**config.mk**
```make
export PLATFORM = sky130hd
export DESIGN_NAME = sub_32_nibble_serial
export DESIGN_NICKNAME = d
export VERILOG_FILES = /design/src/rtl/sub_32_nibble_serial.sv
export SDC_FILE = /design/constraint.sdc
export NUM_CORES = 1
export LEC_CHECK = 0
export CAP_MARGIN = 25
export CORE_MARGIN = 2
export CORE_UTILIZATION = 55
export CTS_CLUSTER_SIZE = 10
export DETAILED_ROUTE_END_ITERATION = 6
export DONT_BUFFER_PORTS = 1
export GPL_TIMING_DRIVEN = 0
export PLACE_DENSITY = 0.7
export SYNTH_ARGS = -nofsm -noshare
export SYNTH_HDL_FRONTEND = slang
export SYNTH_SLANG_ARGS = --single-unit
```
**constraint.sdc**
```tcl
create_clock -name clk -period 7.75 [get_ports clk]
set_input_delay 0.3875 -clock clk [delete_from_list [all_inputs] [get_ports clk]]
set_output_delay 0.3875 -clock clk [all_outputs]
set_load 0.01 [all_outputs]
```
**src/rtl/sub_32_nibble_serial.sv**
```systemverilog
// Multi-cycle subtractor: d = a + ~b + 1, one SLICE-bit lookahead slice per clock,
// least significant slice first, with valid/ready handshakes on both sides.
module sub_32_nibble_serial #(
  parameter int WIDTH = 32,
  parameter int SLICE = 4
) (
  input  logic             clk,
  input  logic             rst_n,
  input  logic             in_valid,
  output logic             in_ready,
  input  logic [WIDTH-1:0] a,
  input  logic [WIDTH-1:0] b,
  output logic             out_valid,
  input  logic             out_ready,
  output logic [WIDTH-1:0] d,
  output logic             borrow_out,
  output logic             overflow,
  output logic             zero
);

  localparam int NSLICE = WIDTH / SLICE;
  localparam int CNT_W  = (NSLICE > 1) ? $clog2(NSLICE) : 1;
  localparam int IDX_W  = (WIDTH > 1) ? $clog2(WIDTH) : 1;
  localparam int MSB    = WIDTH - 1;

  typedef enum logic [1:0] {
    IDLE,
    RUN,
    DONE
  } state_t;

  state_t state, state_nxt;

  logic [WIDTH-1:0] a_reg, nb_reg, d_reg, d_nxt;
  logic [CNT_W-1:0] cnt;
  logic             carry;
  logic             borrow_reg, ovf_reg, zero_reg;

  logic [IDX_W-1:0] base;
  logic [SLICE-1:0] slice_a, slice_nb, prop, gen, sum;
  logic [SLICE:0]   c;
  logic             slice_cout;
  logic             last;

  assign last = (cnt == CNT_W'(NSLICE - 1));

  // The subtrahend is stored already inverted, so the slice is a plain lookahead adder
  always_comb begin
    base     = IDX_W'(int'(cnt) * SLICE);
    slice_a  = a_reg[base +: SLICE];
    slice_nb = nb_reg[base +: SLICE];
    prop     = slice_a ^ slice_nb;
    gen      = slice_a & slice_nb;
    c        = '0;
    c[0]     = carry;
    for (int i = 0; i < SLICE; i++) begin
      c[i+1] = gen[i] | (prop[i] & c[i]);
    end
    sum        = prop ^ c[SLICE-1:0];
    slice_cout = c[SLICE];
    d_nxt      = d_reg;
    d_nxt[base +: SLICE] = sum;
  end

  always_ff @(posedge clk) begin
    if (!rst_n) begin
      state <= IDLE;
    end else begin
      state <= state_nxt;
    end
  end

  always_comb begin
    state_nxt = state;
    case (state)
      IDLE:    if (in_valid)  state_nxt = RUN;
      RUN:     if (last)      state_nxt = DONE;
      DONE:    if (out_ready) state_nxt = IDLE;
      default: state_nxt = IDLE;
    endcase
  end

  always_ff @(posedge clk) begin
    if (!rst_n) begin
      a_reg      <= '0;
      nb_reg     <= '0;
      d_reg      <= '0;
      cnt        <= '0;
      carry      <= 1'b0;
      borrow_reg <= 1'b0;
      ovf_reg    <= 1'b0;
      zero_reg   <= 1'b0;
    end else begin
      case (state)
        IDLE: begin
          if (in_valid) begin
            a_reg  <= a;
            nb_reg <= ~b;
            carry  <= 1'b1;
            cnt    <= '0;
          end
        end
        RUN: begin
          d_reg <= d_nxt;
          carry <= slice_cout;
          cnt   <= cnt + CNT_W'(1);
          // nb_reg holds ~b, so equal MSBs here mean the operand signs differ
          if (last) begin
            borrow_reg <= ~slice_cout;
            ovf_reg    <= (a_reg[MSB] == nb_reg[MSB]) & (d_nxt[MSB] != a_reg[MSB]);
            zero_reg   <= (d_nxt == '0);
          end
        end
        default: begin
        end
      endcase
    end
  end

  assign in_ready   = (state == IDLE);
  assign out_valid  = (state == DONE);
  assign d          = d_reg;
  assign borrow_out = borrow_reg;
  assign overflow   = ovf_reg;
  assign zero       = zero_reg;

endmodule

```
; ---- Word level (Yosys, flattened, before mapping)
; Cells that the tools add are included.
[classes]
addsub = 2
eq_ne = 8
shifts = 4
muxes = 9
bitwise = 14
reduce_logical = 7
[op_table]
columns = op, count
row1 = 32-bit by 6-bit indexed part select with 4-bit output, 2
row2 = 32-bit bitwise mux, 1
row3 = 32-bit zero test, 1
row4 = 32-bit inverter, 1
row5 = 4-bit by 7-bit variable shift with 32-bit output (first input constant), 1
row6 = 4-bit by 7-bit indexed part select with 32-bit output, 1
row7 = 4-bit bitwise XOR, 2
row8 = 5-bit negation with 7-bit output, 1
row9 = 2-bit 2-to-1 mux, 3
row10 = 2-bit case mux with 3 select lines, 1
row11 = 3-bit case mux with 2 select lines, 1
row12 = 2-bit AND reduction, 3
row13 = 1-bit bitwise AND, 5
row14 = 4-bit bitwise AND, 1
row15 = 2-bit != test (second input constant), 2
row16 = 1-bit OR, 4
row17 = 3-bit by 1-bit adder with 3-bit output (second input constant), 1
row18 = 3-bit == test (second input constant), 1
row19 = 3-bit 2-to-1 mux, 1
row20 = 3-bit AND reduction, 1
row21 = 2-bit by 1-bit == test with 1-bit output (second input constant), 1
row22 = 2-bit == test (second input constant), 1
row23 = 2-bit zero test, 1
row24 = 2-bit by 1-bit != test with 1-bit output (second input constant), 1
row25 = other kinds (6), 6
[word_totals]
reg_bits = 105
inputBits = 68
wordCells = 53

; ---- Logic depth before layout (Yosys ltp)
; Gate-level depths: netlist of the first run.
[logic_depth]
ltp_word = 13
depth_mapped = 16

; ---- Worst setup path before layout of the first run
; OpenSTA, ideal clock, no wires.
[synth_path]
kind = flip-flop to flip-flop
startpoint = register cnt[1]
endpoint = register zero_reg (netlist: zero)
arrival_ns = 3.548
required_ns = 7.691
setup_slack_ns = 4.143
stages_incl_launch_ff = 14
n_path_buf = 2
period_less_slack_ns = 3.607
cell_sequence = dfxtp_1 -> clkbuf_1 -> clkbuf_1 -> mux4_2 -> mux2i_1 -> fa_1 -> fa_1 -> fa_1 -> nand4b_1 -> nand2_1 -> mux2i_1 -> nor4_1 -> nand4_1 -> nand2_1
[synth_via]
elab_chain_cells = 12
elab_cells_between_ends = 18
[synth_lines]
columns = item, line
row1 = start: declaration, 35  ; logic [CNT_W-1:0] cnt;
row2 = start signal: assignment, 106  ; cnt <= cnt + CNT_W'(1);
row3 = 32-bit by 6-bit indexed part select with 4-bit output (on tied branches), "50, 51"
row4 = 4-bit bitwise XOR, 52  ; prop = slice_a ^ slice_nb;
row5 = 1-bit bitwise AND, 57  ; c[i+1] = gen[i] | (prop[i] & c[i]);
row6 = 1-bit OR, 57
row7 = 1-bit bitwise AND, 57
row8 = 1-bit OR, 57
row9 = 1-bit bitwise AND, 57
row10 = 1-bit OR, 57
row11 = 4-bit bitwise XOR, 59  ; sum = prop ^ c[SLICE-1:0];
row12 = 4-bit by 7-bit indexed part select with 32-bit output, 62  ; d_nxt[base +: SLICE] = sum;
row13 = 32-bit bitwise mux, 62
row14 = 32-bit zero test, 111  ; zero_reg <= (d_nxt == '0);
row15 = end signal: assignment, 111
row16 = end: declaration, 37  ; logic borrow_reg, ovf_reg, zero_reg;
; Parallel ways exist; a longest one is shown, timed or not.
; A chain may end at the register's enable or synchronous reset.

; ---- Worst setup path in the final report of the first run
; Same ends and word-level chain as after synthesis.

==> run summary, run 1 <==
Final nets: 612
worst r2r dst: zero
final setup fails: 0
Critical Path Max Stage Delay: 730 ps
Final Util: 0.600
maximum VDD drop: 0.100 mV
DR WL met3: 849 µm
Yosys top cell by area: dfxtp_1
Met2 Wirelength: 5380 µm
setup TNS: 0 ps
final wirelength: 11600 µm
status: completed
Power per Cell Area: 200 nW/µm²
post-detail-place hpwl: 8680 µm
unrepaired setup endpoints after global routing: no
CTS root buffer: clkbuf_8
most frequent CP cell: fa_1
Die H: 98.6 µm
RR Startpoint: cnt[1]
gr usage total: 0.242
fin crit period: 4810 ps
cts hold-fix bufs: 0
CTS tree: yes
syn nets: 601
crit share post-route: 0.621
GP Congestion: 0.918
num rows: 34
Critical path origin: cnt[1]
CP Class: reg -> reg
reg2reg setup slack: 2940 ps
CP max stage cell: fa_1
Worst Max-Slew Pin Slew: 778 ps
GRT Residual Overflow: 0
clk_skew: 9.19 ps
crit path DAT: 5130 ps
Crit path depth: 13
synthesized area: 4930 µm²
largest net degree at the start of global routing: 17
full die area: 9730 µm²
delay-heaviest family, CP: adder cells
first-pass iteration count of the detailed router: 4
Post-Route M1 WL: 5140 µm
number of global-route vias before repair: 3674
PortBufs: 0
asr flop ratio synth: 0
drt initial violations: 163
Worst EP required: 8070 ps
share of layout cells above drive strength 1: 0.0799
max-cap viol count: 0
critical path endpoint category: register
post-CTS setup buffer count: 0
DR top layer: met4
CTS buffer count: 9
Sink Count: 105
commonest non-fill, non-tap cell in the layout: nand2_1
#FFs+latches synth: 105
most frequent cells in the layout: nand2_1 (131), dfxtp_1 (105), a21boi_0 (44), o211a_1 (32), mux2i_1 (31)
core footprint: 8720 µm²
max frequency: 208 MHz
setup ws final: 2940 ps
Fin. Hold Viols: 0
worst r2r path cells: 13
DR DRC count: 0
initial antenna violation count: 0
Max clock buf depth: 2
EDFF count, synth: 0
Synth top area share: 0.427
Post-Layout Cell Count: 646
Post-Syn Area per Cell: 9.44 µm²
sequential area share after synthesis: 0.427
Setup WS pre-CTS: 3060 ps
HP Class: in -> reg
Syn Inst Count: 522
top_reg_cell synth: dfxtp_1
Starting Density: 0.565
first-pass GRT wire length: 18500 µm
n_diodes: 0
post-DR vias/cell: 5.76
# IOs: 105
max_slew headroom: 0.481
die span in x: 98.6 µm
synth top area cells: dfxtp_1 (43%), nand2_1 (10%), mux4_2 (7.3%)
critical path startpoint category: register
worst skew pair latency: 370 ps
hold_ws: 144 ps
Critical Path Sink: zero
clk slew on worst S/H paths: 100 ps
antenna-violating nets left: 0
CTS H-tree depth: 3
Via Count: 3722
Synth Warn #: 0
Avg WL per Cell: 17.9 µm
Layout area overhead: 6.22%
Bufs and invs on worst path: 2
crit-path max FO: 10
LEAKAGE: 0.00221 µW
Distinct cells, synth: 37
CTS resizes: 0
Final Max Slew Viols: 0
critical-path cell list: clkbuf_1, clkbuf_1, mux4_2, mux2i_1, fa_1, fa_1, fa_1, nand4b_1, nand2_1, mux2i_1, nor4_1, nand4_1, nand2_1
DP Cell Count: 630
## cell type report
class,instances,area [µm²]
multi-input combinational,375,2650
sequential,105,2100
clock buffer,12,145
tap,108,135
buffer,35,146
inverter,7,26.3
fill,770,3490
clock inverter,4,26.3
## how the worst min path moves through the flow
stage,startpoint,end,slack [ps],cells past startpoint
after floorplan,a_reg[10],a_reg[10],440,2
after global placement,a_reg[20],a_reg[20],450,2
after detailed placement,a_reg[11],a_reg[11],460,2
after CTS,a[31],a_reg[31],140,2
after global routing,a[29],a_reg[29],140,2
final,a[1],a_reg[1],140,2
## routing by layer
| metal | vias up | track usage |
|---|---|---|
| met5 | - | 0 |
| li1 | 1835 | - |
| met4 | 0 | 0.0748 |
| met2 | 111 | 0.392 |
| met3 | 14 | 0.0738 |
| met1 | 1762 | 0.313 |
## cell usage after synthesis, types with 2 or more instances
cell      number
a21boi_0      44
and2_1        12
buf_2          6
clkbuf_1      28
dfxtp_1      105
fa_1           4
ha_1           7
inv_1          6
mux2i_1       31
mux4_2        16
nand2_1      131
nand2b_1       2
nand3_1       12
nor2_1        18
nor2b_1       20
nor3b_1        4
nor4_1         9
o211a_1       32
o21a_1         2
o21ai_0       16
## per-stage QoR
stage	total power, µW	area [µm²]
2_1_floorplan	702	4930
3_3_place_gp	741	5060
3_5_place_dp	746	5060
4_1_cts	1050	5230
5_1_grt	1090	5230
6_report	1050	5230
## cells by family (layout without fill, tap and decap cells)
logic type / after synthesis / count (layout) / synth area share
adders and majority gates: 11 / 11 / 0.0340
muxes: 47 / 47 / 0.136
AOI/OAI and AO/OA: 99 / 99 / 0.160
buffers and inverters: 42 / 58 / 0.0351
DFF: 105 / 105 / 0.427
and+or+nand+nor: 218 / 218 / 0.208
## where the power goes
part           internal, µW  switching [µW]
Sequential              567            16.4
Combinational          60.3            90.2
Clock                   126             187
Power figures use the tool's default switching activity.
==> inputs of run 2 (changes only) <==
--- a/config.mk
+++ b/config.mk
@@ -12,7 +12,7 @@
 export DETAILED_ROUTE_END_ITERATION = 6
 export DONT_BUFFER_PORTS = 1
 export GPL_TIMING_DRIVEN = 0
-export PLACE_DENSITY = 0.7
+export PLACE_DENSITY = 0.73
 export SYNTH_ARGS = -nofsm -noshare
 export SYNTH_HDL_FRONTEND = slang
 export SYNTH_SLANG_ARGS = --single-unit
==> constraint.sdc (replaced) <==
create_clock -name clk -period 4.3 [get_ports clk]
set_input_delay 0.215 -clock clk [delete_from_list [all_inputs] [get_ports clk]]
set_output_delay 0.215 -clock clk [all_outputs]
set_load 0.01 [all_outputs]
==> run summary, run 2 (synthesized netlist as in run 1, its figures left out) <==
status: completed
drt initial violations: 200
die span in x: 98.6 µm
clk slew on worst S/H paths: 100 ps
initial antenna violation count: 0
Worst Max-Slew Pin Slew: 596 ps
clk_skew: 10.2 ps
Max clock buf depth: 2
commonest non-fill, non-tap cell in the layout: nand2_1
delay-heaviest family, CP: adder cells
first-pass iteration count of the detailed router: 4
worst skew pair latency: 380 ps
maximum VDD drop: 0.173 mV
max-cap viol count: 0
CP max stage cell: fa_2
GRT Residual Overflow: 0
Final Max Slew Viols: 0
CP Class: reg -> reg
n_diodes: 0
max_slew headroom: 0.603
PortBufs: 0
HP Class: in -> reg
fin crit period: 3990 ps
Worst EP required: 4620 ps
crit share post-route: 0.929
num rows: 34
critical path startpoint category: register
placed cell areas: 5060 µm²
Die H: 98.6 µm
first-pass GRT wire length: 19600 µm
post-DR vias/cell: 5.84
share of layout cells above drive strength 1: 0.0872
worst r2r dst: zero
unrepaired setup endpoints after global routing: no
critical-path cell list: clkbuf_4, buf_2, mux4_2, mux2i_1, fa_1, fa_1, fa_2, nand4b_1, nand2_1, mux2i_1, nor4_2, nand4_1, nand2_1
reg2reg setup slack: 310 ps
Avg WL per Cell: 18.0 µm
CTS H-tree depth: 3
final setup fails: 0
Bufs and invs on worst path: 2
LEAKAGE: 0.00235 µW
Final Cell Area: 5560 µm²
Critical path origin: cnt[1]
antenna-violating nets left: 0
number of global-route vias before repair: 3806
crit-path max FO: 10
DR DRC count: 0
full die area: 9730 µm²
Layout area overhead: 12.9%
core footprint: 8720 µm²
GP Congestion: 0.940
CTS root buffer: clkbuf_8
max frequency: 250 MHz
Fin. Hold Viols: 0
CTS tree: yes
post-CTS setup buffer count: 0
largest net degree at the start of global routing: 18
gr usage total: 0.256
CTS buffer count: 9
Starting Density: 0.565
RR Startpoint: cnt[1]
hold_ws: 4.71 ps
Sink Count: 105
Critical Path Sink: zero
Via Count: 3913
setup ws final: 307 ps
Setup WS pre-CTS: -427 ps
post-detail-place hpwl: 8700 µm
critical path endpoint category: register
final wirelength: 12000 µm
# IOs: 105
Final nets: 636
Crit path depth: 13
worst r2r path cells: 13
Critical Path Max Stage Delay: 650 ps
crit path DAT: 4310 ps
most frequent cells in the layout: nand2_1 (131), dfxtp_1 (105), a21boi_0 (44), o211a_1 (32), mux2i_1 (31)
Power per Cell Area: 374 nW/µm²
## run 2: changes by cell type in the layout (fill, tap and decap cells not counted), sizes merged
cell | before | now
buf | 7 | 8
bufinv | 0 | 3
clkbuf | 40 | 36
dlygate4sd3 | 0 | 24
## run 2: layer usage
layer	vias to the layer above	wire, µm	GRT usage	share of wire
met2	123	5850	0.417	0.49
met3	13	668	0.0454	0.055
li1	1888	-	-	-
met4	0	191	0.0938	0.016
met5	-	0	0	0
met1	1889	5340	0.343	0.44
## run 2: worst reg2reg max path: stages, from the launching register on
cell	delay (ps)
dfxtp_1	440
clkbuf_4	290
buf_2	320
mux4_2	270
mux2i_1	110
fa_1	450
fa_1	400
fa_2	650
nand4b_1	240
nand2_1	160
mux2i_1	110
nor4_2	300
nand4_1	110
nand2_1	90
## run 2: repair_timing
item,CTS,global route
setup endpoints to repair,2,2
hold buffers,24,0
resized for setup,2,8
hold endpoints to repair,24,0
## run 2: metrics by stage
stage / util / std cells / setup TNS (ps) / total power (µW)
after CTS: 0.636 / 670 / 0 / 2080
after global routing: 0.638 / 670 / 0 / 2160
after global placement: 0.580 / 630 / -453 / 1330
after detailed placement: 0.580 / 630 / -580 / 1340
after floorplan: - / 522 / 0 / 1260
final: 0.638 / 670 / 0 / 2080
## run 2: how the worst min path moves through the flow
stage	startpoint	end	slack, ps	cells after the start
floorplan	a[0]	a_reg[0]	360	2
global placement	a[22]	a_reg[22]	360	2
detailed placement	a[26]	a_reg[26]	370	2
CTS	a[12]	a_reg[12]	0.4	2
global route	a[17]	a_reg[17]	0.2	2
finish	a[0]	a_reg[0]	5	2
## run 2: cell type report
class / count / area (µm²)
repair buffers: 24 / 240
clock buffers: 9 / 124
flip-flops and latches: 105 / 2100
multi-input cells: 375 / 2660
clock inverters: 7 / 116
fillers: 710 / 3160
plain buffers: 35 / 158
inverters: 7 / 26.3
well taps: 108 / 135
## run 2: power by group
part | switching [µW] | total [µW] | internal, µW
sequential | 29.2 | 1050 | 1020
clock | 350 | 737 | 387
combinational | 167 | 292 | 125
==> inputs of run 3 (changes only) <==
==> constraint.sdc (replaced) <==
create_clock -name clk -period 3.3 [get_ports clk]
set_input_delay 0.165 -clock clk [delete_from_list [all_inputs] [get_ports clk]]
set_output_delay 0.165 -clock clk [all_outputs]
set_load 0.01 [all_outputs]
==> run summary, run 3 (synthesized netlist as in run 1, its figures left out) <==
clk_skew: 5.66 ps
DP Cell Count: 630
number of global-route vias before repair: 4183
DR DRC count: 0
placed cell areas: 5090 µm²
Power per Cell Area: 434 nW/µm²
commonest non-fill, non-tap cell in the layout: nand2_1
first-pass iteration count of the detailed router: 5
CTS root buffer: clkbuf_8
final wirelength: 13300 µm
# IOs: 105
critical path startpoint category: register
CP max stage cell: fa_2
Sink Count: 105
max-cap viol count: 0
reg2reg setup slack: -370 ps
critical path endpoint category: register
crit share post-route: 1.11
post-DR vias/cell: 5.82
core footprint: 8720 µm²
worst r2r dst: zero
Final nets: 689
Worst Hold Path EP: state[1]
share of layout cells above drive strength 1: 0.119
crit-path max FO: 8
final setup fails: 3
hold depth: 2
most frequent CP cell: fa_2
Critical Path Max Stage Delay: 600 ps
worst r2r path cells: 15
most frequent cells in the layout: nand2_1 (127), dfxtp_1 (103), dlygate4sd3_1 (64), a21boi_0 (43), o211a_1 (32)
first-pass GRT wire length: 21500 µm
post-detail-place hpwl: 8860 µm
Layout area overhead: 23.4%
antenna-violating nets left: 0
Worst Max-Slew Pin Slew: 507 ps
largest net degree at the start of global routing: 17
max_slew headroom: 0.662
Setup WS pre-CTS: -814 ps
PortBufs: 0
LEAKAGE: 0.00254 µW
CP Class: reg -> reg
clk slew on worst S/H paths: 90 ps
max frequency: 273 MHz
full die area: 9730 µm²
Starting Density: 0.565
Final Max Slew Viols: 0
CTS buffer count: 9
delay-heaviest family, CP: adder cells
setup TNS: -795 ps
Bufs and invs on worst path: 2
maximum VDD drop: 0.225 mV
RR Startpoint: cnt[0]
Avg WL per Cell: 18.4 µm
fin crit period: 3670 ps
CTS tree: yes
GP Congestion: 0.955
failing checks: negative setup slack
gr usage total: 0.281
Post-Layout Cell Count: 721
unrepaired setup endpoints after global routing: yes
Final Util: 0.697
num rows: 34
crit path DAT: 3980 ps
Fin. Hold Viols: 0
die span in x: 98.6 µm
n_diodes: 0
CTS H-tree depth: 3
worst skew pair latency: 370 ps
initial antenna violation count: 0
Worst EP required: 3610 ps
GRT Residual Overflow: 0
Final Cell Area: 6080 µm²
status: finished, violations left
Max clock buf depth: 2
critical-path cell list: buf_12, mux4_2, nand2_2, nand2_2, fa_2, inv_2, fa_2, fa_2, fa_2, nand4b_1, nand2_1, mux2i_1, nor4_2, nand4_1, nand2_1
Fillers: 665
drt initial violations: 142
Via Count: 4198
HP Class: in -> reg
setup ws final: -367 ps
hold_sp: out_ready
Die H: 98.6 µm
==> run 3: cell types whose count changed in the layout (fill, tap and decap cells not counted), sizes merged <==
cell / before / now
clkinv: 2 / 0
buf: 8 / 21
clkinvlp: 1 / 2
clkbuf: 36 / 37
dlygate4sd3: 24 / 64
bufinv: 3 / 1
==> run 3: power by group <==
part	switching, µW	internal, µW	leakage, µW
combinational	252	236	0.00160
sequential	39.6	1330	0.000861
clock	434	346	0.0000848
total	726	1910	0.00254
==> run 3: how the worst max path moves through the flow <==
stage                 from   end  slack (ps)  depth (start not counted)
floorplan           cnt[0]  zero         -40                         16
global placement    cnt[1]  zero        -770                         13
detailed placement  cnt[1]  zero        -810                         13
CTS                 cnt[0]  zero        -340                         15
global route        cnt[0]  zero        -540                         15
finish              cnt[0]  zero        -370                         15
==> run 3: repair_timing <==
action	4_1_cts	5_1_grt
cloned	0	0
setup endpoints to repair	10	5
hold endpoints to repair	64	0
buffers inserted	8	6
hold buffers	64	0
pin swaps	13	11
gates resized for setup	13	10
==> run 3: metal layers <==
layer	vias to the layer above	part of all wire	track usage
met1	2008	0.41	0.355
li1	1990	-	-
met2	171	0.51	0.481
met4	0	0.025	0.114
met3	29	0.058	0.0489
met5	-	0	0
==> run 3: layout make-up <==
| type | instances | area, µm² | area share |
|---|---|---|---|
| Multi-Input combinational cell | 375 | 2710 | 0.445 |
| Sequential cell | 105 | 2110 | 0.347 |
| Timing Repair Buffer | 78 | 749 | 0.123 |
| Buffer | 34 | 173 | 0.0284 |
| Tap cell | 108 | 135 | 0.0222 |
| Clock buffer | 10 | 128 | 0.0210 |
| Clock inverter | 4 | 53.8 | 0.00885 |
| Inverter | 7 | 26.3 | 0.00432 |
==> run 3: per-stage QoR <==
| stage | hold slack, ps | power, µW |
|---|---|---|
| 6_report | 15.8 | 2640 |
| 5_1_grt | 34.3 | 2740 |
| 4_1_cts | 12.0 | 2610 |
| 3_5_place_dp | 321 | 1760 |
| 3_3_place_gp | 315 | 1750 |
| 2_1_floorplan | 310 | 1660 |
